**config.mk**
```make
export PLATFORM = sky130hd
export DESIGN_NAME = fma_operand_collector_flat
export DESIGN_NICKNAME = d
export VERILOG_FILES = /design/src/rtl/fma_operand_collector_if.sv /design/src/rtl/fma_operand_collector.sv /design/src/flat_wrapper.sv
export SDC_FILE = /design/constraint.sdc
export NUM_CORES = 1
export LEC_CHECK = 0
export CAP_MARGIN = 25
export CORE_MARGIN = 4
export CORE_UTILIZATION = 49
export CTS_CLUSTER_SIZE = 24
export DETAILED_ROUTE_END_ITERATION = 8
export PLACE_DENSITY = 0.8
export SLEW_MARGIN = 20
export SYNTH_ARGS = -nofsm -noshare
export SYNTH_HDL_FRONTEND = slang
export SYNTH_SLANG_ARGS = --single-unit
```
**constraint.sdc**
```tcl
create_clock -name clk_in -period 2.6 [get_ports clk_in]
set_input_delay 0.52 -clock clk_in [delete_from_list [all_inputs] [get_ports clk_in]]
set_output_delay 0.52 -clock clk_in [all_outputs]
set_load 0.02 [all_outputs]
```
**src/rtl/fma_operand_collector_if.sv**
```systemverilog
`default_nettype none
// ============================================================================
// Module      : fma_operand_collector_if
// Description : Memory-side write bus and FMA-side drain handshake for the
//               FMA operand collector.
// Revision    : 1.0 - initial release
// ============================================================================
interface fma_operand_collector_if #(
  parameter int WIDTH     = 16,
  parameter int FMA_COUNT = 4,
  parameter int DEPTH     = 2
);
  localparam int c_cnt_w = $clog2(DEPTH + 1);

  logic [FMA_COUNT*3*WIDTH-1:0] abc_in;
  logic [FMA_COUNT*3-1:0]       abc_valid_in;
  logic [FMA_COUNT-1:0]         lane_enable_in;
  logic                         clear_in;
  logic                         in_ready_out;
  logic [FMA_COUNT*3*WIDTH-1:0] abc_out;
  logic [FMA_COUNT-1:0]         c_valid_out;
  logic [FMA_COUNT-1:0]         lane_valid_out;
  logic                         abc_valid_out;
  logic                         abc_ready_in;
  logic [c_cnt_w-1:0]           count_out;

  // Environment side: drives writes and the drain acceptance.
  modport master (
    output abc_in, abc_valid_in, lane_enable_in, clear_in, abc_ready_in,
    input  in_ready_out, abc_out, c_valid_out, lane_valid_out, abc_valid_out, count_out
  );

  // Collector side.
  modport slave (
    input  abc_in, abc_valid_in, lane_enable_in, clear_in, abc_ready_in,
    output in_ready_out, abc_out, c_valid_out, lane_valid_out, abc_valid_out, count_out
  );
endinterface
`default_nettype wire

```
**src/rtl/fma_operand_collector.sv**
```systemverilog
`default_nettype none
// ============================================================================
// Module      : fma_operand_collector
// Description : Assembles scattered per-lane a/b/c writes into complete
//               operand vectors, queues up to DEPTH of them and drains them
//               to the FMA array over a valid/ready handshake.
// Revision    : 1.0 - initial release
// ============================================================================
module fma_operand_collector #(
  parameter int WIDTH     = 16,
  parameter int FMA_COUNT = 4,
  parameter int DEPTH     = 2
) (
  input  wire logic              clk_in,
  input  wire logic              rst_n_in,
  fma_operand_collector_if.slave bus
);
  localparam int c_ptr_w  = $clog2(DEPTH);
  localparam int c_cnt_w  = $clog2(DEPTH + 1);
  localparam int c_lane_w = 3 * WIDTH;

  // Slot storage: per-lane operand data and per-lane written flags.
  logic [DEPTH-1:0][FMA_COUNT-1:0][WIDTH-1:0] r_a, r_b, r_c;
  logic [DEPTH-1:0][FMA_COUNT-1:0]            r_fa, r_fb, r_fc;
  logic [c_ptr_w-1:0]                         r_head, r_tail;
  logic [c_cnt_w-1:0]                         r_count;

  logic                            w_ready;
  logic                            w_wr;
  logic                            w_valid;
  logic                            w_xfer;
  logic                            w_commit;
  logic [FMA_COUNT-1:0]            w_wa, w_wb, w_wc;
  logic [FMA_COUNT-1:0][WIDTH-1:0] w_da, w_db, w_dc;
  logic [FMA_COUNT-1:0]            w_fa_next, w_fb_next, w_fc_next, w_ab_next;

  // A fill slot exists only while the queue is not full; this depends on
  // registered count alone so ready never combinationally follows a drain.
  assign w_ready = (r_count < c_cnt_w'(DEPTH));
  // Clear discards any same-cycle writes.
  assign w_wr    = w_ready && !bus.clear_in;
  assign w_valid = (r_count != '0);
  assign w_xfer  = w_valid && bus.abc_ready_in;

  // Per-lane unpacking of write strobes/data and head-slot output packing.
  for (genvar i = 0; i < FMA_COUNT; i++) begin : g_lane
    assign w_wa[i] = w_wr && bus.abc_valid_in[3*i];
    assign w_wb[i] = w_wr && bus.abc_valid_in[3*i+1];
    assign w_wc[i] = w_wr && bus.abc_valid_in[3*i+2];
    assign w_da[i] = bus.abc_in[c_lane_w*i + 2*WIDTH +: WIDTH];
    assign w_db[i] = bus.abc_in[c_lane_w*i + WIDTH   +: WIDTH];
    assign w_dc[i] = bus.abc_in[c_lane_w*i           +: WIDTH];

    // Empty queue presents zeros; an unwritten c always reads zero.
    assign bus.abc_out[c_lane_w*i + 2*WIDTH +: WIDTH] = w_valid ? r_a[r_head][i] : '0;
    assign bus.abc_out[c_lane_w*i + WIDTH   +: WIDTH] = w_valid ? r_b[r_head][i] : '0;
    assign bus.abc_out[c_lane_w*i           +: WIDTH] =
        (w_valid && r_fc[r_head][i]) ? r_c[r_head][i] : '0;
  end

  // Flags of the fill slot as they will stand after this edge's writes.
  assign w_fa_next = r_fa[r_tail] | w_wa;
  assign w_fb_next = r_fb[r_tail] | w_wb;
  assign w_fc_next = r_fc[r_tail] | w_wc;
  assign w_ab_next = w_fa_next & w_fb_next;

  // Every enabled lane has a and b, and at least one enabled lane exists.
  assign w_commit = w_wr
                 && ((bus.lane_enable_in & ~w_ab_next) == '0)
                 && ((bus.lane_enable_in &  w_ab_next) != '0);

  assign bus.in_ready_out   = w_ready;
  assign bus.abc_valid_out  = w_valid;
  assign bus.count_out      = r_count;
  assign bus.lane_valid_out = w_valid ? (r_fa[r_head] & r_fb[r_head]) : '0;
  assign bus.c_valid_out    = w_valid ? r_fc[r_head] : '0;

  // Pointer and occupancy bookkeeping; DEPTH is a power of two so pointers wrap naturally.
  always_ff @(posedge clk_in or negedge rst_n_in) begin
    if (!rst_n_in) begin
      r_head  <= '0;
      r_tail  <= '0;
      r_count <= '0;
    end else begin
      if (w_xfer)   r_head <= r_head + 1'b1;
      if (w_commit) r_tail <= r_tail + 1'b1;
      r_count <= r_count + c_cnt_w'(w_commit) - c_cnt_w'(w_xfer);
    end
  end

  // Flag update. A committed slot keeps its flags until it drains; the drain
  // clears them so the slot comes back around as an empty fill slot. Head and
  // tail never coincide while both a drain and a fill slot exist.
  always_ff @(posedge clk_in or negedge rst_n_in) begin
    if (!rst_n_in) begin
      r_fa <= '0;
      r_fb <= '0;
      r_fc <= '0;
    end else begin
      if (w_xfer) begin
        r_fa[r_head] <= '0;
        r_fb[r_head] <= '0;
        r_fc[r_head] <= '0;
      end
      if (w_ready) begin
        if (bus.clear_in) begin
          r_fa[r_tail] <= '0;
          r_fb[r_tail] <= '0;
          r_fc[r_tail] <= '0;
        end else begin
          r_fa[r_tail] <= w_fa_next;
          r_fb[r_tail] <= w_fb_next;
          r_fc[r_tail] <= w_fc_next;
        end
      end
    end
  end

  // Operand data writes into the fill slot; data needs no reset because flags gate its use.
  always_ff @(posedge clk_in) begin
    for (int i = 0; i < FMA_COUNT; i++) begin
      if (w_wa[i]) r_a[r_tail][i] <= w_da[i];
      if (w_wb[i]) r_b[r_tail][i] <= w_db[i];
      if (w_wc[i]) r_c[r_tail][i] <= w_dc[i];
    end
  end
endmodule
`default_nettype wire

```
**src/flat_wrapper.sv**
```systemverilog
// flat-port wrapper written by rule: the top's interface ports become plain ports
module fma_operand_collector_flat 
#(
  parameter int WIDTH     = 16,
  parameter int FMA_COUNT = 4,
  parameter int DEPTH     = 2
)
  (clk_in, rst_n_in, bus_abc_in, bus_abc_valid_in, bus_lane_enable_in, bus_clear_in, bus_abc_ready_in, bus_in_ready_out, bus_abc_out, bus_c_valid_out, bus_lane_valid_out, bus_abc_valid_out, bus_count_out);
  fma_operand_collector_if #(.WIDTH(WIDTH), .FMA_COUNT(FMA_COUNT), .DEPTH(DEPTH)) bus_i ();
  input  wire logic clk_in;
  input  wire logic rst_n_in;
  input wire logic [$bits(bus_i.abc_in)-1:0] bus_abc_in;
  input wire logic [$bits(bus_i.abc_valid_in)-1:0] bus_abc_valid_in;
  input wire logic [$bits(bus_i.lane_enable_in)-1:0] bus_lane_enable_in;
  input wire logic [$bits(bus_i.clear_in)-1:0] bus_clear_in;
  input wire logic [$bits(bus_i.abc_ready_in)-1:0] bus_abc_ready_in;
  output wire logic [$bits(bus_i.in_ready_out)-1:0] bus_in_ready_out;
  output wire logic [$bits(bus_i.abc_out)-1:0] bus_abc_out;
  output wire logic [$bits(bus_i.c_valid_out)-1:0] bus_c_valid_out;
  output wire logic [$bits(bus_i.lane_valid_out)-1:0] bus_lane_valid_out;
  output wire logic [$bits(bus_i.abc_valid_out)-1:0] bus_abc_valid_out;
  output wire logic [$bits(bus_i.count_out)-1:0] bus_count_out;
  assign bus_i.abc_in = bus_abc_in;
  assign bus_i.abc_valid_in = bus_abc_valid_in;
  assign bus_i.lane_enable_in = bus_lane_enable_in;
  assign bus_i.clear_in = bus_clear_in;
  assign bus_i.abc_ready_in = bus_abc_ready_in;
  assign bus_in_ready_out = bus_i.in_ready_out;
  assign bus_abc_out = bus_i.abc_out;
  assign bus_c_valid_out = bus_i.c_valid_out;
  assign bus_lane_valid_out = bus_i.lane_valid_out;
  assign bus_abc_valid_out = bus_i.abc_valid_out;
  assign bus_count_out = bus_i.count_out;
  fma_operand_collector #(.WIDTH(WIDTH), .FMA_COUNT(FMA_COUNT), .DEPTH(DEPTH)) u_core (.clk_in(clk_in), .rst_n_in(rst_n_in), .bus(bus_i));
endmodule
```
==> Word level (Yosys, flattened, before mapping) <==
Cells that the tools add are included.
Widths: inputs -> output; s select.
{ "op_classes": {"muxes": 80, "addsub": 4, "n_bitwise": 16, "magnitude_cmp": 5, "n_reduce_logical": 26} }
{ "op_table": {"columns": ["operator", "count"], "rows": [
  ["$bwmux 128", 12],
  ["$mux 128", 12],
  ["$mux 64", 7],
  ["$demux 64 s1", 4],
  ["$mux 16", 13],
  ["$mux 8", 9],
  ["$mux 4", 16],
  ["$and 8x8->8", 6],
  ["$mux 48", 1],
  ["$mux 32", 1],
  ["$bwmux 8", 3],
  ["$logic_and 1x1->1", 22],
  ["$and 4x4->4", 4],
  ["$not 8->8", 2],
  ["$or 4x4->4", 3],
  ["$demux 4 s1", 2],
  ["$logic_not 4->1", 1],
  ["$lt 1x2->1 const B", 2],
  ["$not 4->4", 1],
  ["$reduce_bool 4->1", 1],
  ["$add 1x1->1 const B", 2],
  ["$add 2x1->2", 1],
  ["$ge 1x1->1 const B", 2],
  ["$lt 2x2->1 const B", 1],
  ["3 further kinds", 3]
]} }
{ "totals": {"output_inout_bits": 204, "word_cells": 164, "regBits": 412} }

==> Depth between registers and ports, before layout <==
Gate-level depths: netlist of the first run.
{ "logic_depth": {"depth_word": 12, "ltp_mapped": 10, "mapped_depth_nobuf": 9} }

==> Worst setup path after synthesis of the first run <==
Ideal clock, no wire load.
{ "synth_timing": {"kind": "register -> register", "startpoint": "register u_core.r_count[1], in the netlist u_core.bus.count_out[1]", "endpoint": "register u_core.r_b[0] (netlist name), enable pin", "n_path_buf": 2, "arrival_ps": 1829, "setup_ps": 390, "stages_incl_launch_ff": 5, "required_time_ps": 2210, "path_slack_ps": 381, "path_cell_list": "dfrtp_1 -> buf_6 -> or3_1 -> clkbuf_1 -> nor2_1"} }
{ "synth_via": {"elab_chain_cells": 10} }
{ "synth_lines": {"columns": ["item", "line", "source"], "rows": [
  ["start, declared", "fma_operand_collector.sv:26", "logic [c_cnt_w-1:0] r_count;"],
  ["start signal, assigned", "fma_operand_collector.sv:87", "r_count <= r_count + c_cnt_w'(w_commit) - c_cnt_w'(w_xfer);"],
  ["$lt 2x2->1 *", "fma_operand_collector.sv:39", "assign w_ready = (r_count < c_cnt_w'(DEPTH));"],
  ["$logic_and 1x1->1 *", "fma_operand_collector.sv:41", "assign w_wr = w_ready && !bus.clear_in;"],
  ["$logic_and 1x1->1", "fma_operand_collector.sv:48", "assign w_wb[i] = w_wr && bus.abc_valid_in[3*i+1];"],
  ["$mux 128", "fma_operand_collector.sv:123", "if (w_wb[i]) r_b[r_tail][i] <= w_db[i];"],
  ["$bwmux 128", "fma_operand_collector.sv:123", null],
  ["$mux 128", "fma_operand_collector.sv:123", null],
  ["$bwmux 128", "fma_operand_collector.sv:123", null],
  ["$mux 128", "fma_operand_collector.sv:123", null],
  ["$bwmux 128", "fma_operand_collector.sv:123", null],
  ["$mux 128 *", "fma_operand_collector.sv:123", null],
  ["end signal, assigned by index", "fma_operand_collector.sv:123", null],
  ["end, declared", "fma_operand_collector.sv:23", "logic [DEPTH-1:0][FMA_COUNT-1:0][WIDTH-1:0] r_a, r_b, r_c;"]
]} }
Every way passes the cells marked *; elsewhere a longest branch is shown, timed or not.
A chain may end at the register's enable or synchronous reset.

==> Final worst setup path of the first run <==
{ "layout_timing": {"startpoint": "register u_core.r_head", "endpoint": "output bus_abc_out[136]"} }
{ "layout_via": {"elab_chain_cells": 3} }
{ "layout_lines": {"columns": ["item", "line", "source"], "rows": [
  ["start, declared", "fma_operand_collector.sv:25", "logic [c_ptr_w-1:0] r_head, r_tail;"],
  ["start signal, assigned", "fma_operand_collector.sv:85", "if (w_xfer) r_head <= r_head + 1'b1;"],
  ["$mux 64 (2 in a row)", null, null],
  ["$mux 16", "fma_operand_collector.sv:55", "assign bus.abc_out[c_lane_w*i + 2*WIDTH +: WIDTH] = w_valid ? r_a[r_head][i] : '0;"],
  ["end, declared", "flat_wrapper.sv:18", "output wire logic [$bits(bus_i.abc_out)-1:0] bus_abc_out;"]
]} }
Every way passes these cells. The select of a mux whose other input is x is not followed.

==> flow_summary.json, run 1 <==
{
  "critical_path.top_delay_family": "buffers and inverters",
  "grt_pass1_wl_mm": 63.0,
  "synth.avg_cell_area_um2": 15.3,
  "post_synth_main_area_contributors": "sky130_fd_sc_hd__edfxtp_1 69%, sky130_fd_sc_hd__mux2i_1 12%, sky130_fd_sc_hd__nor2_1 4.4%",
  "crit_type": "flop to primary output",
  "synthesis.area_mm2": 0.0166,
  "first_global_vias": 11100,
  "worst_pin_slew_ns": 0.562,
  "tritoncts_num_sinks": 412,
  "timing.final.crit_share_pct": 102,
  "timing.critical_path.buf_inv": 3,
  "grt_use_total_pct": 22.2,
  "setup-violations-final": 3,
  "cts-buffers-inserted": 42,
  "total_iterations_of_the_first_detailed_routing_run": 5,
  "cts.htree.levels": 2,
  "worst-endpoint-required_ns": 2.08,
  "drt.antenna.violating_nets": 0,
  "wire_per_inst_um": 21.5,
  "worst_clock_skew_ns": 0.0135,
  "hold_ws_ns": 0.409,
  "synth.top_cell.area_share_pct": 69.3,
  "cap_violations": 0,
  "p_leak_nw": 9.46,
  "timing.critical_path.cells": "buf_12 > buf_12 > mux2i_2 > nor2_1 > dlygate4sd2_1",
  "post_cts_hold_buffer_count": 0,
  "dpl.hpwl_mm": 28.9,
  "yosys.cell_count.top_type": "sky130_fd_sc_hd__edfxtp_1",
  "worst_r2r_path_depth": 8,
  "postLayoutCellArea_mm2": 0.0233,
  "synth_cell_types": 39,
  "period_minus_slack_ns": 2.65,
  "timing.critical_path.mode_cell": "sky130_fd_sc_hd__buf_12",
  "drt_drc_violations_left": 0,
  "reg2reg_to": "u_core.bus.count_out[1]$_DFF_PN0_",
  "rows": 67,
  "timing.final.max_slew_violations": 0,
  "timing.critical_path.arrival_ns": 2.13,
  "placedInstanceArea_mm2": 0.0218,
  "insertion_delay_ns": 0.52,
  "nFillCells": 2303,
  "origin_of_the_critical_flop_to_flop_path": "u_core.bus.count_out[1]$_DFF_PN0_",
  "violations": "setup timing",
  "global_route.overflow_total": 0,
  "timing.setup.tns_ns": -0.0922,
  "routed_vias": 10800,
  "tritoncts": "yes",
  "die-height_um": 192,
  "synth_area_leader_cell": "sky130_fd_sc_hd__edfxtp_1",
  "max-vdd-ir-drop_mv": 0.705,
  "predominant_post_synthesis_flop_cell": "sky130_fd_sc_hd__edfxtp_1",
  "nNetsFinal": 1780,
  "floorplan.initialDensity_pct": 49.6,
  "synth.top_cells.by_count": "384 x sky130_fd_sc_hd__edfxtp_1, 194 x sky130_fd_sc_hd__nor2_1, 193 x sky130_fd_sc_hd__mux2i_1",
  "ioPinCount": 416,
  "worstSetupEndpointType": "primary output",
  "clockBufferDepth": 3,
  "grt_start_max_net_pins": 57,
  "syn-num-nets": 1299,
  "yosysWarningCount": 0,
  "worst_setup_timing_slack_at_the_placement_stage_ns": 0.105,
  "port-buffer-count": 415,
  "critical_path.max_fanout": 17,
  "die_width_um": 192,
  "drt_via_density": 5.25,
  "finalWeightedCongestion": 0.809,
  "clock_pin_slew_on_the_worst_setup_and_hold_paths_ns": 0.06,
  "fraction_of_registers_with_async_set_reset_pct": 6.80,
  "drive_gt1_share_pct": 20.7,
  "initial_antenna_violation_count": 7,
  "layout-area-overhead-vs-synth_pct": 40.3,
  "unrepaired_setup_endpoints_after_global_routing": "yes",
  "design.core.area_mm2": 0.0335,
  "max_clock_freq_mhz": 377,
  "slew_headroom_pct": 62.4,
  "synth_edf_count": 384,
  "postSynthCellCount": 1085,
  "pwr_density_cell_mw_per_mm2": 1080,
  "timing.critical_path.slowest_cell_delay_ns": 0.54,
  "initial_detailed_routing_violation_count": 619,
  "critical-path-slowest-cell": "sky130_fd_sc_hd__dfrtp_4",
  "yosysSeqAreaShare_pct": 73.5,
  "timing.final.ws_setup_ns": -0.0536,
  "clock_tree.root_cell": "sky130_fd_sc_hd__clkbuf_16",
  "r2r_setup_slk_ns": 0.51,
  "totalWireLength_mm": 44.2,
  "worstHoldPathType": "primary input to asynchronous set/reset pin",
  "run_status": "complete, but fails checks",
  "start_kind": "flop",
  "die-area_mm2": 0.0370,
  "final-hold-violation-count": 0,
  "seq_cells_post_synth": 412
}
## stage by stage
| step | instances | util, % | total power [mW] |
|---|---|---|---|
| 3_3_place_gp | 1943 | 65.1 | 19.0 |
| 6_report | 2050 | 69.6 | 25.3 |
| 2_1_floorplan | 1085 | - | 14.2 |
| 4_1_cts | 2027 | 68.3 | 24.4 |
| 5_1_grt | 2049 | 69.6 | 26.4 |
| 3_5_place_dp | 1943 | 65.1 | 19.2 |
## area by class of cell
class / count / area, um^2 / share of cell area (%)
antenna: 4 / 10.0 / 0.0429
clock buffer: 49 / 1100 / 4.71
clock inverter: 27 / 274 / 1.17
inverter: 10 / 40.0 / 0.172
multi-input combinational: 598 / 4230 / 18.1
sequential: 412 / 12200 / 52.4
tap: 448 / 561 / 2.40
timing repair buffer: 502 / 4900 / 21.0
## power breakdown
part	switching, mW	total, mW	leakage, nW	internal [mW]
Clock	2.44	5.97	0.669	3.54
Combinational	6.23	10.9	4.91	4.64
Sequential	0.310	8.45	3.88	8.14
Total	8.97	25.3	9.46	16.3
## cells in the final DEF, fill, tap and decap left out, drive strengths merged, types with 4 or more instances in the layout
master and count:
edfxtp 384, clkdlybuf4s50 214, nor2 196, mux2i 193, buf 148, clkbuf 111
and2 60, and3 59, dlygate4sd2 40, clkdlybuf4s15 36, dfrtp 28, nand2 18
clkinv 18, o21ai 15, a21o 12, inv 12, nor2b 6, a221oi 6
bufinv 5, mux2 5, diode 4, nand3 4, nand3b 4, a21oi 4
## cells by family after synthesis
kind of cell / count (synthesis) / share of synthesized area (%)
AOI/OAI and AO/OA: 41 / 1.72
xor gates and xnor gates: 4 / 0.256
adders and majority gates: 2 / 0.150
buffers and inverters: 75 / 2.19
DFF: 412 / 73.5
muxes: 198 / 11.9
and+or+nand+nor: 353 / 10.2
## worst max-delay path by stage
stage	startpoint	endpoint	slack, ns	depth (start not counted)
after detailed placement	bus_clear_in	u_core.bus.count_out[1]$_DFF_PN0_	0.11	8
after CTS	u_core.r_head$_DFFE_PN0P_	bus_abc_out[168]	-0.15	4
after floorplan	u_core.bus.count_out[1]$_DFF_PN0_	u_core.r_b[0]$_DFFE_PP_	0.38	4
after global placement	bus_clear_in	u_core.bus.count_out[1]$_DFF_PN0_	0.14	8
after global routing	u_core.r_head$_DFFE_PN0P_	bus_abc_out[136]	-0.10	5
final	u_core.r_head$_DFFE_PN0P_	bus_abc_out[136]	-0.05	5
## timing repair
item / 4_1_cts / 5_1_grt
resized for setup: 406 / 260
buffers inserted: 6 / 9
pin swaps: 1 / 2
setup endpoints to repair: 199 / 133
gates cloned: 2 / 10
## registers in the layout, indices dropped and copies added (netlist names)
signal and count:
u_core.r_fb 8, u_core.r_fa 8, u_core.r_c 128, u_core.r_tail 1, u_core.r_a 128, u_core.r_fc 8
u_core.r_b 128, u_core.bus.count_out 2, u_core.r_head 1
## layer usage
metal	track usage, %	wire [um]
met1	27.3	16500
met2	39.3	23100
met3	5.75	3690
met4	5.84	862
met5	0	47
Note: power is estimated with default switching activity, not from simulation.
==> inputs of run 2 (changes only) <==
--- a/config.mk
+++ b/config.mk
@@ -8,9 +8,11 @@
 export CAP_MARGIN = 25
 export CORE_MARGIN = 4
 export CORE_UTILIZATION = 49
-export CTS_CLUSTER_SIZE = 24
+export CTS_CLUSTER_SIZE = 8
 export DETAILED_ROUTE_END_ITERATION = 8
+export GPL_TIMING_DRIVEN = 0
 export PLACE_DENSITY = 0.8
+export SKIP_LAST_GASP = 1
 export SLEW_MARGIN = 20
 export SYNTH_ARGS = -nofsm -noshare
 export SYNTH_HDL_FRONTEND = slang
==> flow_summary.json, run 2 (synthesis gave the netlist of run 1 again) <==
{
  "run_status": "complete, but fails checks",
  "violations": "setup timing",
  "worstSetupEndpointType": "primary output",
  "wire_per_inst_um": 23.8,
  "timing.final.ws_setup_ns": -0.0123,
  "port-buffer-count": 415,
  "timing.critical_path.arrival_ns": 2.09,
  "layout-area-overhead-vs-synth_pct": 38.5,
  "origin_of_the_critical_flop_to_flop_path": "u_core.r_tail$_DFFE_PN0P_",
  "unrepaired_setup_endpoints_after_global_routing": "yes",
  "drt.antenna.violating_nets": 0,
  "design_power_mw": 26.3,
  "dpl.hpwl_mm": 33.6,
  "die-height_um": 192,
  "tritoncts_num_sinks": 412,
  "power.switching_fraction_pct": 36.4,
  "hold_ws_ns": 0.476,
  "depth_of_the_worst_hold_timing_path": 1,
  "timing.final.crit_share_pct": 100,
  "p_leak_nw": 9.42,
  "drt_drc_violations_left": 0,
  "startpoint": "u_core.r_head$_DFFE_PN0P_",
  "p_seq_share_pct": 32.1,
  "ioPinCount": 416,
  "r2r_setup_slk_ns": 0.25,
  "drive_gt1_share_pct": 23.5,
  "setup-violations-final": 1,
  "crit_type": "flop to primary output",
  "drt_via_density": 5.35,
  "finalWeightedCongestion": 0.882,
  "slew_headroom_pct": 34.1,
  "fin_util_pct": 68.7,
  "critical_path.max_fanout": 10,
  "totalWireLength_mm": 49.2,
  "cts.htree.levels": 2,
  "cell_internal_pwr_mw": 16.7,
  "first_global_vias": 11600,
  "worst_r2r_path_depth": 5,
  "reg2reg_to": "u_core.r_a[32]$_DFFE_PP_",
  "initial_antenna_violation_count": 7,
  "largest_registers": "u_core.r_a (128), u_core.r_b (128), u_core.r_c (128)",
  "clock_tree.root_cell": "sky130_fd_sc_hd__clkbuf_16",
  "worst_pin_slew_ns": 0.988,
  "max-vdd-ir-drop_mv": 0.736,
  "p_sw_mw": 9.57,
  "pwr_density_cell_mw_per_mm2": 1140,
  "tritoncts": "yes",
  "grt_pass1_wl_mm": 69.9,
  "final_common_cell": "sky130_fd_sc_hd__edfxtp_1",
  "grt_start_max_net_pins": 29,
  "timing.final.max_slew_violations": 0,
  "routed_vias": 11100,
  "period_minus_slack_ns": 2.61,
  "clock_power_share_pct": 25.4,
  "grt_use_total_pct": 25.7,
  "p_comb_share_pct": 42.5,
  "worst_clock_skew_ns": 0.0124,
  "worst_setup_timing_slack_at_the_placement_stage_ns": -1.13,
  "initial_detailed_routing_violation_count": 652,
  "max_clock_freq_mhz": 383,
  "die_width_um": 192,
  "clock_pin_slew_on_the_worst_setup_and_hold_paths_ns": 0.05,
  "total_iterations_of_the_first_detailed_routing_run": 7,
  "clockBufferDepth": 3,
  "worst-endpoint-required_ns": 2.08,
  "rows": 67,
  "design.core.area_mm2": 0.0335,
  "die-area_mm2": 0.0370,
  "final-hold-violation-count": 0,
  "global_route.overflow_total": 0,
  "cap_violations": 0,
  "worstHoldPathType": "flop to flop",
  "final_cell_mix": "384 x sky130_fd_sc_hd__edfxtp_1, 214 x sky130_fd_sc_hd__clkdlybuf4s50_1, 189 x sky130_fd_sc_hd__nor2_1, 184 x sky130_fd_sc_hd__mux2i_1, 97 x sky130_fd_sc_hd__buf_2",
  "floorplan.initialDensity_pct": 49.6,
  "insertion_delay_ns": 0.57,
  "worst_setup_endpoint": "bus_abc_out[41]",
  "start_kind": "flop",
  "nNetsFinal": 1797,
  "cts-buffers-inserted": 57
}
==> run 2: worst min path at each step <==
stage	slack, ns	from	to
floorplan	0.22	rst_n_in	u_core.bus.count_out[0]$_DFF_PN0_
global placement	0.45	u_core.r_fc[7]$_DFF_PN0_	u_core.r_fc[7]$_DFF_PN0_
detailed placement	0.47	u_core.r_fc[3]$_DFF_PN0_	u_core.r_fc[3]$_DFF_PN0_
CTS	0.48	u_core.r_fc[3]$_DFF_PN0_	u_core.r_fc[3]$_DFF_PN0_
global route	0.49	u_core.r_fc[3]$_DFF_PN0_	u_core.r_fc[3]$_DFF_PN0_
finish	0.48	u_core.r_fc[3]$_DFF_PN0_	u_core.r_fc[3]$_DFF_PN0_
==> run 2: repair_timing <==
action | 4_1_cts | 5_1_grt
setup buffers | 12 | 2
pin swaps | 3 | 2
cloned | 5 | 1
hold buffers | 1 | 0
gates resized for setup | 660 | 247
setup endpoints to repair | 381 | 260
endpoints found under the hold margin | 23 | 0
==> run 2: layout make-up <==
class | count | area [um^2]
diodes | 3 | 7.51
plain buffers | 65 | 882
inverters | 10 | 42.5
fillers | 2364 | 10500
clock buffers | 94 | 1590
repair buffers | 439 | 3540
well taps | 448 | 561
clock inverters | 2 | 21.3
flip-flops and latches | 412 | 12200
multi-input cells | 598 | 4180
==> run 2: critical path: stages (launching register included) <==
cell and delay (ns):
sky130_fd_sc_hd__dfrtp_2 0.43, sky130_fd_sc_hd__buf_8 0.16, sky130_fd_sc_hd__clkbuf_16 0.17, sky130_fd_sc_hd__buf_12 0.17
sky130_fd_sc_hd__mux2i_1 0.12, sky130_fd_sc_hd__nor2_1 0.09, sky130_fd_sc_hd__dlygate4sd2_1 0.38
==> run 2: power groups by stage <==
stage,clock network (mW),logic [mW],registers [mW]
2_1_floorplan,0,5.71,8.47
3_3_place_gp,0,10.6,8.49
3_5_place_dp,0,10.7,8.54
4_1_cts,6.76,11.3,8.44
5_1_grt,7.06,11.7,8.49
6_report,6.68,11.2,8.44
==> run 2: metal layers <==
| metal | GRT usage [%] | routed length (um) | vias up |
|---|---|---|---|
| li1 | - | - | 4992 |
| met1 | 30.6 | 18200 | 5467 |
| met3 | 7.13 | 4200 | 108 |
| met5 | 0 | 46 | - |
| met2 | 44.6 | 24900 | 506 |
| met4 | 9.63 | 1900 | 6 |
==> run 2: stage by stage <==
step	TNS [ns]	instance area (um^2)	cells
6_report	-0.0123	23100	2071
5_1_grt	-0.243	23100	2071
4_1_cts	-9.54	23500	2064
3_5_place_dp	-269.18	21400	1950
3_3_place_gp	-277.48	21400	1948
2_1_floorplan	0	16600	1085
==> inputs of run 3 (changes only) <==
--- a/config.mk
+++ b/config.mk
@@ -5,6 +5,7 @@
 export SDC_FILE = /design/constraint.sdc
 export NUM_CORES = 1
 export LEC_CHECK = 0
+export ABC_AREA = 0
 export CAP_MARGIN = 25
 export CORE_MARGIN = 4
 export CORE_UTILIZATION = 49
==> results of run 3 <==
No change in the layout: final DEF, timing and power equal those of run 2.
